<file path="config.mk">
export PLATFORM = sky130hd
export DESIGN_NAME = ahb_ram_slv_flat
export DESIGN_NICKNAME = d
export VERILOG_FILES = /design/src/rtl/ahb_ram_slv_if.sv /design/src/rtl/ahb_ram_slv.sv /design/src/flat_wrapper.sv
export SDC_FILE = /design/constraint.sdc
export NUM_CORES = 1
export LEC_CHECK = 0
export ABC_CLOCK_PERIOD_IN_PS = 2710
export BUFFER_PORTS_ARGS = -buffer_cell sky130_fd_sc_hd__buf_2
export CAP_MARGIN = 10
export CORE_MARGIN = 1
export CORE_UTILIZATION = 40
export CTS_CLUSTER_DIAMETER = 120
export DETAILED_ROUTE_END_ITERATION = 8
export PLACE_DENSITY = 0.62
export SYNTH_ARGS = -nofsm -noshare
export SYNTH_HDL_FRONTEND = slang
export SYNTH_SLANG_ARGS = --single-unit
</file>
<file path="constraint.sdc">
create_clock -name hclk -period 2.71 [get_ports hclk]
set_input_delay 0.271 -clock hclk [delete_from_list [all_inputs] [get_ports hclk]]
set_output_delay 0.271 -clock hclk [all_outputs]
set_load 0.02 [all_outputs]
</file>
<file path="src/rtl/ahb_ram_slv_if.sv">
// AHB-lite bus bundle between the AHB pipeline stage (master side) and
// the RAM slave. Word transfers only; hsize is not carried.
`timescale 1ns/1ps
interface ahb_ram_slv_if #(
    parameter int ADDR_WID = 21
);
    logic                hsel_ram;
    logic [ADDR_WID-1:0] haddr;
    logic [1:0]          htrans;
    logic                hwrite;
    logic [31:0]         hwdata;
    logic                hready_resp_ram;
    logic [31:0]         hrdata;

    modport master (
        output hsel_ram, haddr, htrans, hwrite, hwdata,
        input  hready_resp_ram, hrdata
    );

    modport slave (
        input  hsel_ram, haddr, htrans, hwrite, hwdata,
        output hready_resp_ram, hrdata
    );
endinterface

</file>
<file path="src/rtl/ahb_ram_slv.sv">
// AHB-lite word slave in front of a single-port synchronous SRAM.
// Writes are posted through a one-entry write buffer (wbuf) and complete
// with zero wait states; reads stall the bus until the SRAM data has been
// registered into hrdata. A read hitting the pending wbuf entry either
// stalls one cycle so the buffer commits first (default build), or takes
// its data straight from the buffer when AHB_RAM_WBUF_FWD_EN is defined.
//
// All SRAM-side and bus-side outputs are registered: the action for the
// next cycle is decided from the next-state values of the FSM and wbuf.
`timescale 1ns/1ps
module ahb_ram_slv #(
    parameter int ADDR_WID = 21,
    parameter int RAM_AW   = 10,
    parameter int RD_LAT   = 1
) (
    input  logic              hclk,
    input  logic              hrstn,
    ahb_ram_slv_if.slave      bus,
    output logic              o_ram_cs,
    output logic              o_ram_we,
    output logic [RAM_AW-1:0] o_ram_addr,
    output logic [31:0]       o_ram_wdata,
    input  logic [31:0]       i_ram_rdata
);

    localparam int CNT_W = (RD_LAT > 1) ? $clog2(RD_LAT) : 1;

    typedef enum logic [1:0] {
        ST_IDLE     = 2'd0,
        ST_RD_ISSUE = 2'd1,
        ST_RD_WAIT  = 2'd2,
        ST_RD_DONE  = 2'd3
    } state_t;

    state_t              state_r, state_nxt_s;
    logic [CNT_W-1:0]    cnt_r, cnt_nxt_s;
    logic                hready_r, hready_nxt_s;
    logic [31:0]         hrdata_r, hrdata_nxt_s;

    logic                wr_pend_r;
    logic [RAM_AW-1:0]   wr_addr_r;
    logic [RAM_AW-1:0]   rd_addr_r, rd_addr_nxt_s;

    logic                wbuf_valid_r, wbuf_valid_nxt_s;
    logic [RAM_AW-1:0]   wbuf_addr_r, wbuf_addr_nxt_s;
    logic [31:0]         wbuf_data_r, wbuf_data_nxt_s;

    logic                ram_cs_r, ram_cs_nxt_s;
    logic                ram_we_r, ram_we_nxt_s;
    logic [RAM_AW-1:0]   ram_addr_r, ram_addr_nxt_s;
    logic [31:0]         ram_wdata_r, ram_wdata_nxt_s;

    logic                accept_s;
    logic                accept_rd_s;
    logic [RAM_AW-1:0]   word_addr_s;
    logic                commit_cur_s;
    logic                hit_s;
    logic                hit_nxt_s;
    logic                unused_s;

    // Byte address to word index; upper address bits alias.
    assign word_addr_s  = bus.haddr[RAM_AW+1:2];
    assign accept_s     = bus.hsel_ram & bus.htrans[1] & hready_r;
    assign accept_rd_s  = accept_s & ~bus.hwrite;
    // The registered SRAM strobes describe what is happening this cycle.
    assign commit_cur_s = ram_cs_r & ram_we_r;
    assign hit_s        = wbuf_valid_r & (wbuf_addr_r == rd_addr_r);
    assign unused_s     = ^{bus.haddr[ADDR_WID-1:RAM_AW+2], bus.haddr[1:0], bus.htrans[0]};

    // Read FSM next state, latency counter and read-data capture.
    always_comb begin
        state_nxt_s  = state_r;
        cnt_nxt_s    = cnt_r;
        hrdata_nxt_s = hrdata_r;
        case (state_r)
            ST_IDLE, ST_RD_DONE: begin
                if (accept_rd_s) begin
                    state_nxt_s = ST_RD_ISSUE;
                end else begin
                    state_nxt_s = ST_IDLE;
                end
            end
            ST_RD_ISSUE: begin
                if (hit_s) begin
`ifdef AHB_RAM_WBUF_FWD_EN
                    // Buffered data is the freshest copy; the SRAM is busy committing it.
                    hrdata_nxt_s = wbuf_data_r;
                    state_nxt_s  = ST_RD_DONE;
`else
                    // This cycle commits the wbuf; retry the read next cycle.
                    state_nxt_s  = ST_RD_ISSUE;
`endif
                end else begin
                    state_nxt_s = ST_RD_WAIT;
                    cnt_nxt_s   = CNT_W'(RD_LAT - 1);
                end
            end
            ST_RD_WAIT: begin
                if (cnt_r == {CNT_W{1'b0}}) begin
                    hrdata_nxt_s = i_ram_rdata;
                    state_nxt_s  = ST_RD_DONE;
                end else begin
                    cnt_nxt_s = cnt_r - CNT_W'(1);
                end
            end
            default: begin
                state_nxt_s = ST_IDLE;
            end
        endcase
    end

    // Write-buffer load/drain and latched transfer addresses.
    always_comb begin
        wbuf_valid_nxt_s = wbuf_valid_r;
        wbuf_addr_nxt_s  = wbuf_addr_r;
        wbuf_data_nxt_s  = wbuf_data_r;
        if (wr_pend_r) begin
            // A finishing write data phase refills the buffer even while it commits.
            wbuf_valid_nxt_s = 1'b1;
            wbuf_addr_nxt_s  = wr_addr_r;
            wbuf_data_nxt_s  = bus.hwdata;
        end else if (commit_cur_s) begin
            wbuf_valid_nxt_s = 1'b0;
        end else begin
            wbuf_valid_nxt_s = wbuf_valid_r;
        end

        if (accept_rd_s) begin
            rd_addr_nxt_s = word_addr_s;
        end else begin
            rd_addr_nxt_s = rd_addr_r;
        end
    end

    // Next-cycle SRAM command: a read being issued wins, otherwise drain the wbuf.
    always_comb begin
        hit_nxt_s       = wbuf_valid_nxt_s & (wbuf_addr_nxt_s == rd_addr_nxt_s);
        ram_cs_nxt_s    = 1'b0;
        ram_we_nxt_s    = 1'b0;
        ram_addr_nxt_s  = ram_addr_r;
        ram_wdata_nxt_s = ram_wdata_r;
        if ((state_nxt_s == ST_RD_ISSUE) && !hit_nxt_s) begin
            ram_cs_nxt_s   = 1'b1;
            ram_we_nxt_s   = 1'b0;
            ram_addr_nxt_s = rd_addr_nxt_s;
        end else if (wbuf_valid_nxt_s) begin
            ram_cs_nxt_s    = 1'b1;
            ram_we_nxt_s    = 1'b1;
            ram_addr_nxt_s  = wbuf_addr_nxt_s;
            ram_wdata_nxt_s = wbuf_data_nxt_s;
        end else begin
            ram_cs_nxt_s = 1'b0;
            ram_we_nxt_s = 1'b0;
        end
        hready_nxt_s = (state_nxt_s == ST_IDLE) || (state_nxt_s == ST_RD_DONE);
    end

    // FSM state, counter and bus response registers.
    always_ff @(posedge hclk or negedge hrstn) begin
        if (!hrstn) begin
            state_r  <= ST_IDLE;
            cnt_r    <= {CNT_W{1'b0}};
            hready_r <= 1'b1;
            hrdata_r <= 32'h0000_0000;
        end else begin
            state_r  <= state_nxt_s;
            cnt_r    <= cnt_nxt_s;
            hready_r <= hready_nxt_s;
            hrdata_r <= hrdata_nxt_s;
        end
    end

    // Address-phase latches, write buffer and SRAM command registers.
    always_ff @(posedge hclk or negedge hrstn) begin
        if (!hrstn) begin
            wr_pend_r    <= 1'b0;
            wr_addr_r    <= {RAM_AW{1'b0}};
            rd_addr_r    <= {RAM_AW{1'b0}};
            wbuf_valid_r <= 1'b0;
            wbuf_addr_r  <= {RAM_AW{1'b0}};
            wbuf_data_r  <= 32'h0000_0000;
            ram_cs_r     <= 1'b0;
            ram_we_r     <= 1'b0;
            ram_addr_r   <= {RAM_AW{1'b0}};
            ram_wdata_r  <= 32'h0000_0000;
        end else begin
            wr_pend_r    <= accept_s & bus.hwrite;
            if (accept_s & bus.hwrite) begin
                wr_addr_r <= word_addr_s;
            end
            rd_addr_r    <= rd_addr_nxt_s;
            wbuf_valid_r <= wbuf_valid_nxt_s;
            wbuf_addr_r  <= wbuf_addr_nxt_s;
            wbuf_data_r  <= wbuf_data_nxt_s;
            ram_cs_r     <= ram_cs_nxt_s;
            ram_we_r     <= ram_we_nxt_s;
            ram_addr_r   <= ram_addr_nxt_s;
            ram_wdata_r  <= ram_wdata_nxt_s;
        end
    end

    assign bus.hready_resp_ram = hready_r;
    assign bus.hrdata          = hrdata_r;
    assign o_ram_cs            = ram_cs_r;
    assign o_ram_we            = ram_we_r;
    assign o_ram_addr          = ram_addr_r;
    assign o_ram_wdata         = ram_wdata_r;

endmodule

</file>
<file path="src/flat_wrapper.sv">
// flat-port wrapper written by rule: the top's interface ports become plain ports
module ahb_ram_slv_flat 
#(
    parameter int ADDR_WID = 21,
    parameter int RAM_AW   = 10,
    parameter int RD_LAT   = 1
)
  (hclk, hrstn, o_ram_cs, o_ram_we, o_ram_addr, o_ram_wdata, i_ram_rdata, bus_hsel_ram, bus_haddr, bus_htrans, bus_hwrite, bus_hwdata, bus_hready_resp_ram, bus_hrdata);
  ahb_ram_slv_if #(.ADDR_WID(ADDR_WID)) bus_i ();
  input  logic hclk;
  input  logic hrstn;
  output logic o_ram_cs;
  output logic o_ram_we;
  output logic [RAM_AW-1:0] o_ram_addr;
  output logic [31:0] o_ram_wdata;
  input  logic [31:0] i_ram_rdata;
  input wire logic [$bits(bus_i.hsel_ram)-1:0] bus_hsel_ram;
  input wire logic [$bits(bus_i.haddr)-1:0] bus_haddr;
  input wire logic [$bits(bus_i.htrans)-1:0] bus_htrans;
  input wire logic [$bits(bus_i.hwrite)-1:0] bus_hwrite;
  input wire logic [$bits(bus_i.hwdata)-1:0] bus_hwdata;
  output wire logic [$bits(bus_i.hready_resp_ram)-1:0] bus_hready_resp_ram;
  output wire logic [$bits(bus_i.hrdata)-1:0] bus_hrdata;
  assign bus_i.hsel_ram = bus_hsel_ram;
  assign bus_i.haddr = bus_haddr;
  assign bus_i.htrans = bus_htrans;
  assign bus_i.hwrite = bus_hwrite;
  assign bus_i.hwdata = bus_hwdata;
  assign bus_hready_resp_ram = bus_i.hready_resp_ram;
  assign bus_hrdata = bus_i.hrdata;
  ahb_ram_slv #(.ADDR_WID(ADDR_WID), .RAM_AW(RAM_AW), .RD_LAT(RD_LAT)) u_core (.hclk(hclk), .hrstn(hrstn), .bus(bus_i), .o_ram_cs(o_ram_cs), .o_ram_we(o_ram_we), .o_ram_addr(o_ram_addr), .o_ram_wdata(o_ram_wdata), .i_ram_rdata(i_ram_rdata));
endmodule
</file>
==> out/results.txt, run 1 <==
CTS tree - built
RSZ-0062 raised after global routing - false
antenna violations before repair - 0
status - finished, final reports clean
Worst path max stage delay - 0.56 ns
Ports - 168
die height - 134.9 µm
Slew Viols, Final - 0
most common cell in the netlist - dfrtp_1
Clock Sinks - 143
die width - 134.9 µm
Initial Utilization - 0.4087
pin count of the biggest net entering global routing - 66
Max VDD drop - 0.0007273 V
diode count - 0
vias post-DR - 5398
Max-Cap Viols - 0
Fmax - 0.3961 GHz
Seq/Total Area, Yosys - 0.5064
multi-input logic area - 0.003176 mm²
CP Capture Type - register
Worst path slowest cell - dfstp_2
DRT antenna net count - 0
CP arrival - 2.82 ns
crit path kind - register to register
Post-synth EDFFs - 0
clock slew at reported path FFs - 0.06 ns
Bufs on Longest Clock Path - 2
drt wl/cell - 17.30 µm
CP required - 3.01 ns
TNS Setup - 0 ns
final setup fails - 0
total track usage - 0.1996
share of layout cells above drive strength 1 - 0.3975
FFs w/ async S/R, synth - 1.000
hold crit path type - primary input to register
Placer Congestion - 0.7692
WP buf/inv - 2
Area contributors post-synth - dfrtp_1, mux2_2, nor3_2
Cell Pwr Density - 1458 mW/mm²
cell row count - 48
minimum clock period - 2.524 ns
Worst Max-Slew Pin Slew - 0.6536 ns
LEAKAGE - 0.004086 µW
Filler cells - 1543
first-pass GRT wire length - 28.46 mm
unique cell type count in the Yosys netlist - 33
family with the most delay on the worst path - simple AND/OR/NAND/NOR gates
crit-path cells - nand4b_4 > mux2i_2 > xnor2_1 > nor4_4 > buf_4 > buf_12 > and4_1 > nor3_2
cell count after synthesis - 632
Critical Path Source Type - register
worst-path maximum fanout - 46
Yosys top cell area share - 0.5027
Clock Skew - 0.01740 ns
fin crit share - 0.9315
final hold vios - 0
DRT Pass-1 Iters - 4
clk root buf - clkbuf_16
Die Area - 0.01821 mm²
total CTS buffers - 17
Synth Cell Area - 0.007069 mm²
NumNets Final - 866
Max-slew headroom - 0.5643
grt ovf - 0
most instantiated cells after synthesis - dfrtp_1, mux2_2, nand2_1
Seq cells post-synth - 143
vias in the first global route - 5550
via/cell ratio - 5.345
Worst Hold Slack - 0.05844 ns
synthesis-to-finish area growth - 23.35%
clk_lat worst skew - 0.42 ns
post-DP HPWL - 11.25 mm
Warnings, synthesis - 0
average size of a mapped cell - 11.19 µm²
Initial DRC Count - 279
Port Buffers - 155
H-tree depth - 4
most common flop cell mapped by yosys - dfrtp_1
post-synth top area cell - dfrtp_1
final wirelength - 17.48 mm
post-route DRC violation count - 0
storage element area - 0.003581 mm²
core box area - 0.01730 mm²
Post-Syn Nets - 726
[report_power, final]
part | switching [µW] | total [µW] | internal [µW]
sequential | 554 | 3770 | 3220
combinational | 3940 | 6600 | 2660
clock | 963 | 2340 | 1380
[layer usage]
metal / global-route usage / up-vias / wire (µm)
li1: - / 2524 / -
met2: 0.3293 / 123 / 8906
met4: 0.06929 / 0 / 245
met1: 0.2620 / 2732 / 7717
met5: 0 / - / 0
met3: 0.03829 / 19 / 606
[path summary, 6_finish.rpt]
| path | startpoint | end | slack [ns] | depth (start not counted) |
|---|---|---|---|---|
| worst max-delay path | u_core.bus.hready_resp_ram | u_core.o_ram_wdata[18] | 0.19 | 8 |
| worst min-delay path | bus_haddr[10] | u_core.wr_addr_r[8] | 0.06 | 3 |
| worst min register to register | u_core.wr_addr_r[7] | u_core.wr_addr_r[7] | 0.47 | 2 |
| min in group asynchronous | hrstn | u_core.wbuf_data_r[16] | 0.41 | 2 |
| max in group asynchronous | hrstn | u_core.bus.hready_resp_ram | 1.49 | 3 |
| worst max register to register | u_core.bus.hready_resp_ram | u_core.o_ram_wdata[18] | 0.19 | 8 |
[state kept, by name, summed over array words and instances (netlist names)]
signal / cells
u_core.rd_addr_r: 10
u_core.wbuf_valid_r: 1
u_core.o_ram_we: 1
u_core.o_ram_wdata: 32
u_core.wr_pend_r: 1
u_core.wr_addr_r: 10
u_core.o_ram_addr: 10
u_core.o_ram_cs: 1
u_core.wbuf_data_r: 32
u_core.wbuf_addr_r: 10
u_core.state_r: 2
u_core.bus.hrdata: 32
u_core.bus.hready_resp_ram: 1
[layout make-up]
class	count	area share
clock buffer	19	0.04965
inverter	27	0.01162
tap	225	0.03229
timing repair buffer	174	0.1139
clock inverter	13	0.01765
sequential	143	0.4107
multi-input combinational	409	0.3642
[metrics by stage]
stage	instance area (µm²)	utilization	power (µW)	instances	setup slack [ns]
floorplan	7069	-	8469	632	0.2095
global placement	8103	0.4685	10050	976	0.1392
detailed placement	8103	0.4685	10410	976	0.04424
CTS	8700	0.5030	12800	1009	0.04379
global route	8720	0.5041	13610	1010	0.04746
finish	8720	0.5041	12710	1010	0.1856
[worst reg2reg max path: cells and delay by family, from the launching register on]
kind / cells / cell delay, ns
AND/OR/NAND/NOR: 4 / 0.91
flip-flops: 1 / 0.56
multiplexers: 1 / 0.37
buffers and inverters: 2 / 0.40
XOR/XNOR: 1 / 0.16
[cell families after synthesis]
group	after synthesis	synth area share
adders and majority gates	3	0.005310
AOI/OAI and AO/OA	79	0.07416
and+or+nand+nor	213	0.1942
DFF	143	0.5064
buffers and inverters	80	0.04973
xor gates and xnor gates	20	0.02478
muxes	94	0.1455
[what timing repair did]
action | in CTS | in global routing
hold buffers | 1 | 0
endpoints found under the hold margin | 61 | 0
buffers inserted | 0 | 1
gates resized for setup | 0 | 3
setup endpoints to repair | 0 | 41
[cell usage in the layout (no fill, tap or decap), types with 26 or more instances in the layout]
cell      netlist  final
a21oi_1        34     33
and4_1         32     32
buf_2           8    154
dfrtp_1       142    141
inv_1          26     26
mux2_2         64     64
mux2i_1        28     27
nand2_1        42     42
nand2b_1       33     33
nor2_1         32     32
nor3_2         32     32
o221ai_1       32     32
or3_1          32     32
(Power assumes the default switching activity.)
==> inputs of run 2 (changes only) <==
--- a/config.mk
+++ b/config.mk
@@ -13,6 +13,7 @@
 export CTS_CLUSTER_DIAMETER = 120
 export DETAILED_ROUTE_END_ITERATION = 8
 export PLACE_DENSITY = 0.62
+export SKIP_LAST_GASP = 1
 export SYNTH_ARGS = -nofsm -noshare
 export SYNTH_HDL_FRONTEND = slang
 export SYNTH_SLANG_ARGS = --single-unit
==> constraint.sdc (replaced) <==
create_clock -name hclk -period 2.71 [get_ports hclk]
set_input_delay 0 -clock hclk [delete_from_list [all_inputs] [get_ports hclk]]
set_output_delay 0 -clock hclk [all_outputs]
set_load 0.02 [all_outputs]
==> out/results.txt, run 2 (synthesized netlist as in run 1, its figures left out) <==
total track usage - 0.2079 (+0.008266)
worst-path maximum fanout - 48 (+4.3%)
Placed Cells - 975 (-0.10%)
die width - 134.9 µm (unchanged)
Bufs on Longest Clock Path - 2 (unchanged)
vias in the first global route - 5966 (+7.5%)
Worst path slowest cell - dfstp_2
die height - 134.9 µm (unchanged)
final std cells w/o fill - 1082 (+7.1%)
Max-Cap Viols - 0 (unchanged)
Fmax - 0.3877 GHz (-2.1%)
DRT antenna net count - 0 (unchanged)
Worst Max-Slew Pin Slew - 0.6481 ns (-0.005428 ns)
total CTS buffers - 17 (unchanged)
post-route DRC violation count - 0 (unchanged)
crit path kind - register to register
CTS tree - built
Final Power - 12710 µW (about the same)
vias post-DR - 5727 (+6.1%)
clk_lat worst skew - 0.43 ns (about the same)
Max-slew headroom - 0.5679 (+0.003619)
CP Capture Type - register
synthesis-to-finish area growth - 33.40%
pin count of the biggest net entering global routing - 66 (unchanged)
core box area - 0.01730 mm² (unchanged)
Max VDD drop - 0.0008478 V (+17%)
drt wl/cell - 16.83 µm (-2.7%)
Setup Slack @ Placement - 0.1228 ns (+0.07860 ns)
leading cell type in the layout, fill and taps excluded - buf_2
Cell Pwr Density - 1348 mW/mm² (-7.6%)
fin crit share - 0.9518 (+0.02023)
H-tree depth - 4 (unchanged)
Critical Path Source Type - register
Placer Congestion - 0.7638 (-0.70%)
final wirelength - 18.22 mm (+4.2%)
Initial Utilization - 0.4087 (unchanged)
status - finished, final reports clean
LEAKAGE - 0.004398 µW (+7.6%)
RSZ-0062 raised after global routing - false
final setup fails - 0 (unchanged)
TNS Setup - 0 ns (unchanged)
most frequent cells in the layout - buf_2, dfrtp_1, dlygate4sd3_1
grt ovf - 0 (unchanged)
clock slew at reported path FFs - 0.06 ns (about the same)
Worst path max stage delay - 0.56 ns (about the same)
Port Buffers - 155 (unchanged)
post-CTS setup buffers - 0 (unchanged)
diode count - 0 (unchanged)
hold crit path type - primary input to register
DRT Pass-1 Iters - 7 (+3)
Ports - 168 (unchanged)
minimum clock period - 2.579 ns (+0.05483 ns)
Initial DRC Count - 368 (+32%)
final setup margin - 0.1307 ns (-0.05483 ns)
first-pass GRT wire length - 29.70 mm (+4.3%)
family with the most delay on the worst path - simple AND/OR/NAND/NOR gates
CP arrival - 2.88 ns (+0.06 ns)
final hold vios - 0 (unchanged)
CP required - 3.01 ns (about the same)
crit-path cells - nand4b_4 > mux2i_2 > xnor2_1 > nor4_4 > buf_12 > and4_1 > nor3_2
share of layout cells above drive strength 1 - 0.3617 (-0.03573)
clk root buf - clkbuf_16
via/cell ratio - 5.293 (-0.97%)
Die Area - 0.01821 mm² (unchanged)
WP buf/inv - 1 (-1)
post-DP HPWL - 11.24 mm (about the same)
Clock Sinks - 143 (unchanged)
final instance area - 0.009430 mm² (+8.2%)
NumNets Final - 938 (+8.3%)
Clock Skew - 0.01101 ns (-0.006383 ns)
antenna violations before repair - 0 (unchanged)
DP Area - 0.008095 mm² (about the same)
Slew Viols, Final - 0 (unchanged)
cell row count - 48 (unchanged)
==> run 2: worst paths after layout <==
path	startpoint	end	slack, ns	depth (start not counted)
max in group asynchronous	hrstn	u_core.o_ram_wdata[24]	1.75	3
setup reg to reg	u_core.bus.hready_resp_ram	u_core.o_ram_wdata[8]	0.13	7
min in group asynchronous	hrstn	u_core.o_ram_wdata[16]	0.16	2
setup / recovery	u_core.bus.hready_resp_ram	u_core.o_ram_wdata[8]	0.13	7
hold reg to reg	u_core.wr_addr_r[9]	u_core.wr_addr_r[9]	0.49	2
hold / removal	bus_hwrite	u_core.wr_addr_r[7]	0.10	5
==> run 2: worst reg2reg max path, stage by stage (launching register included) <==
cell,delay [ns]
dfstp_2,0.56
nand4b_4,0.31
mux2i_2,0.37
xnor2_1,0.15
nor4_4,0.45
buf_12,0.28
and4_1,0.27
nor3_2,0.06
==> run 2: final cells by class <==
| type | instances | area (µm²) |
|---|---|---|
| Fill cell | 1496 | 7866 |
| Sequential cell | 143 | 3581 |
| Multi-Input combinational cell | 409 | 3172 |
| Timing Repair Buffer | 246 | 1723 |
| Clock buffer | 19 | 442.9 |
| Tap cell | 225 | 281.5 |
| Clock inverter | 13 | 128.9 |
| Inverter | 27 | 101.3 |
==> run 2: stage by stage <==
| step | utilization | hold WS, ns |
|---|---|---|
| finish | 0.5452 | 0.1010 |
| global route | 0.5452 | 0.1360 |
| floorplan | - | -0.2956 |
| global placement | 0.4680 | 0.03502 |
| CTS | 0.5445 | 0.08350 |
| detailed placement | 0.4680 | 0.04494 |
==> run 2: where the power goes <==
group | switching [µW] | total, µW | internal (µW)
clock | 944 | 2250 | 1310
combinational | 3930 | 6650 | 2720
sequential | 587 | 3810 | 3220
==> run 2: repair_timing <==
action,4_1_cts,5_1_grt
hold endpoints to repair,156,0
gates resized for setup,0,3
hold buffers,75,0
setup endpoints to repair,0,28
==> run 2: layer usage <==
| metal | GRT usage | part of all wire | vias to the layer above | routed length [µm] |
|---|---|---|---|---|
| li1 | - | - | 2672 | - |
| met2 | 0.3588 | 0.52 | 147 | 9436 |
| met4 | 0.09114 | 0.023 | 0 | 414 |
| met5 | 0 | 0 | - | 0 |
| met1 | 0.2570 | 0.42 | 2872 | 7701 |
| met3 | 0.03228 | 0.036 | 36 | 663 |
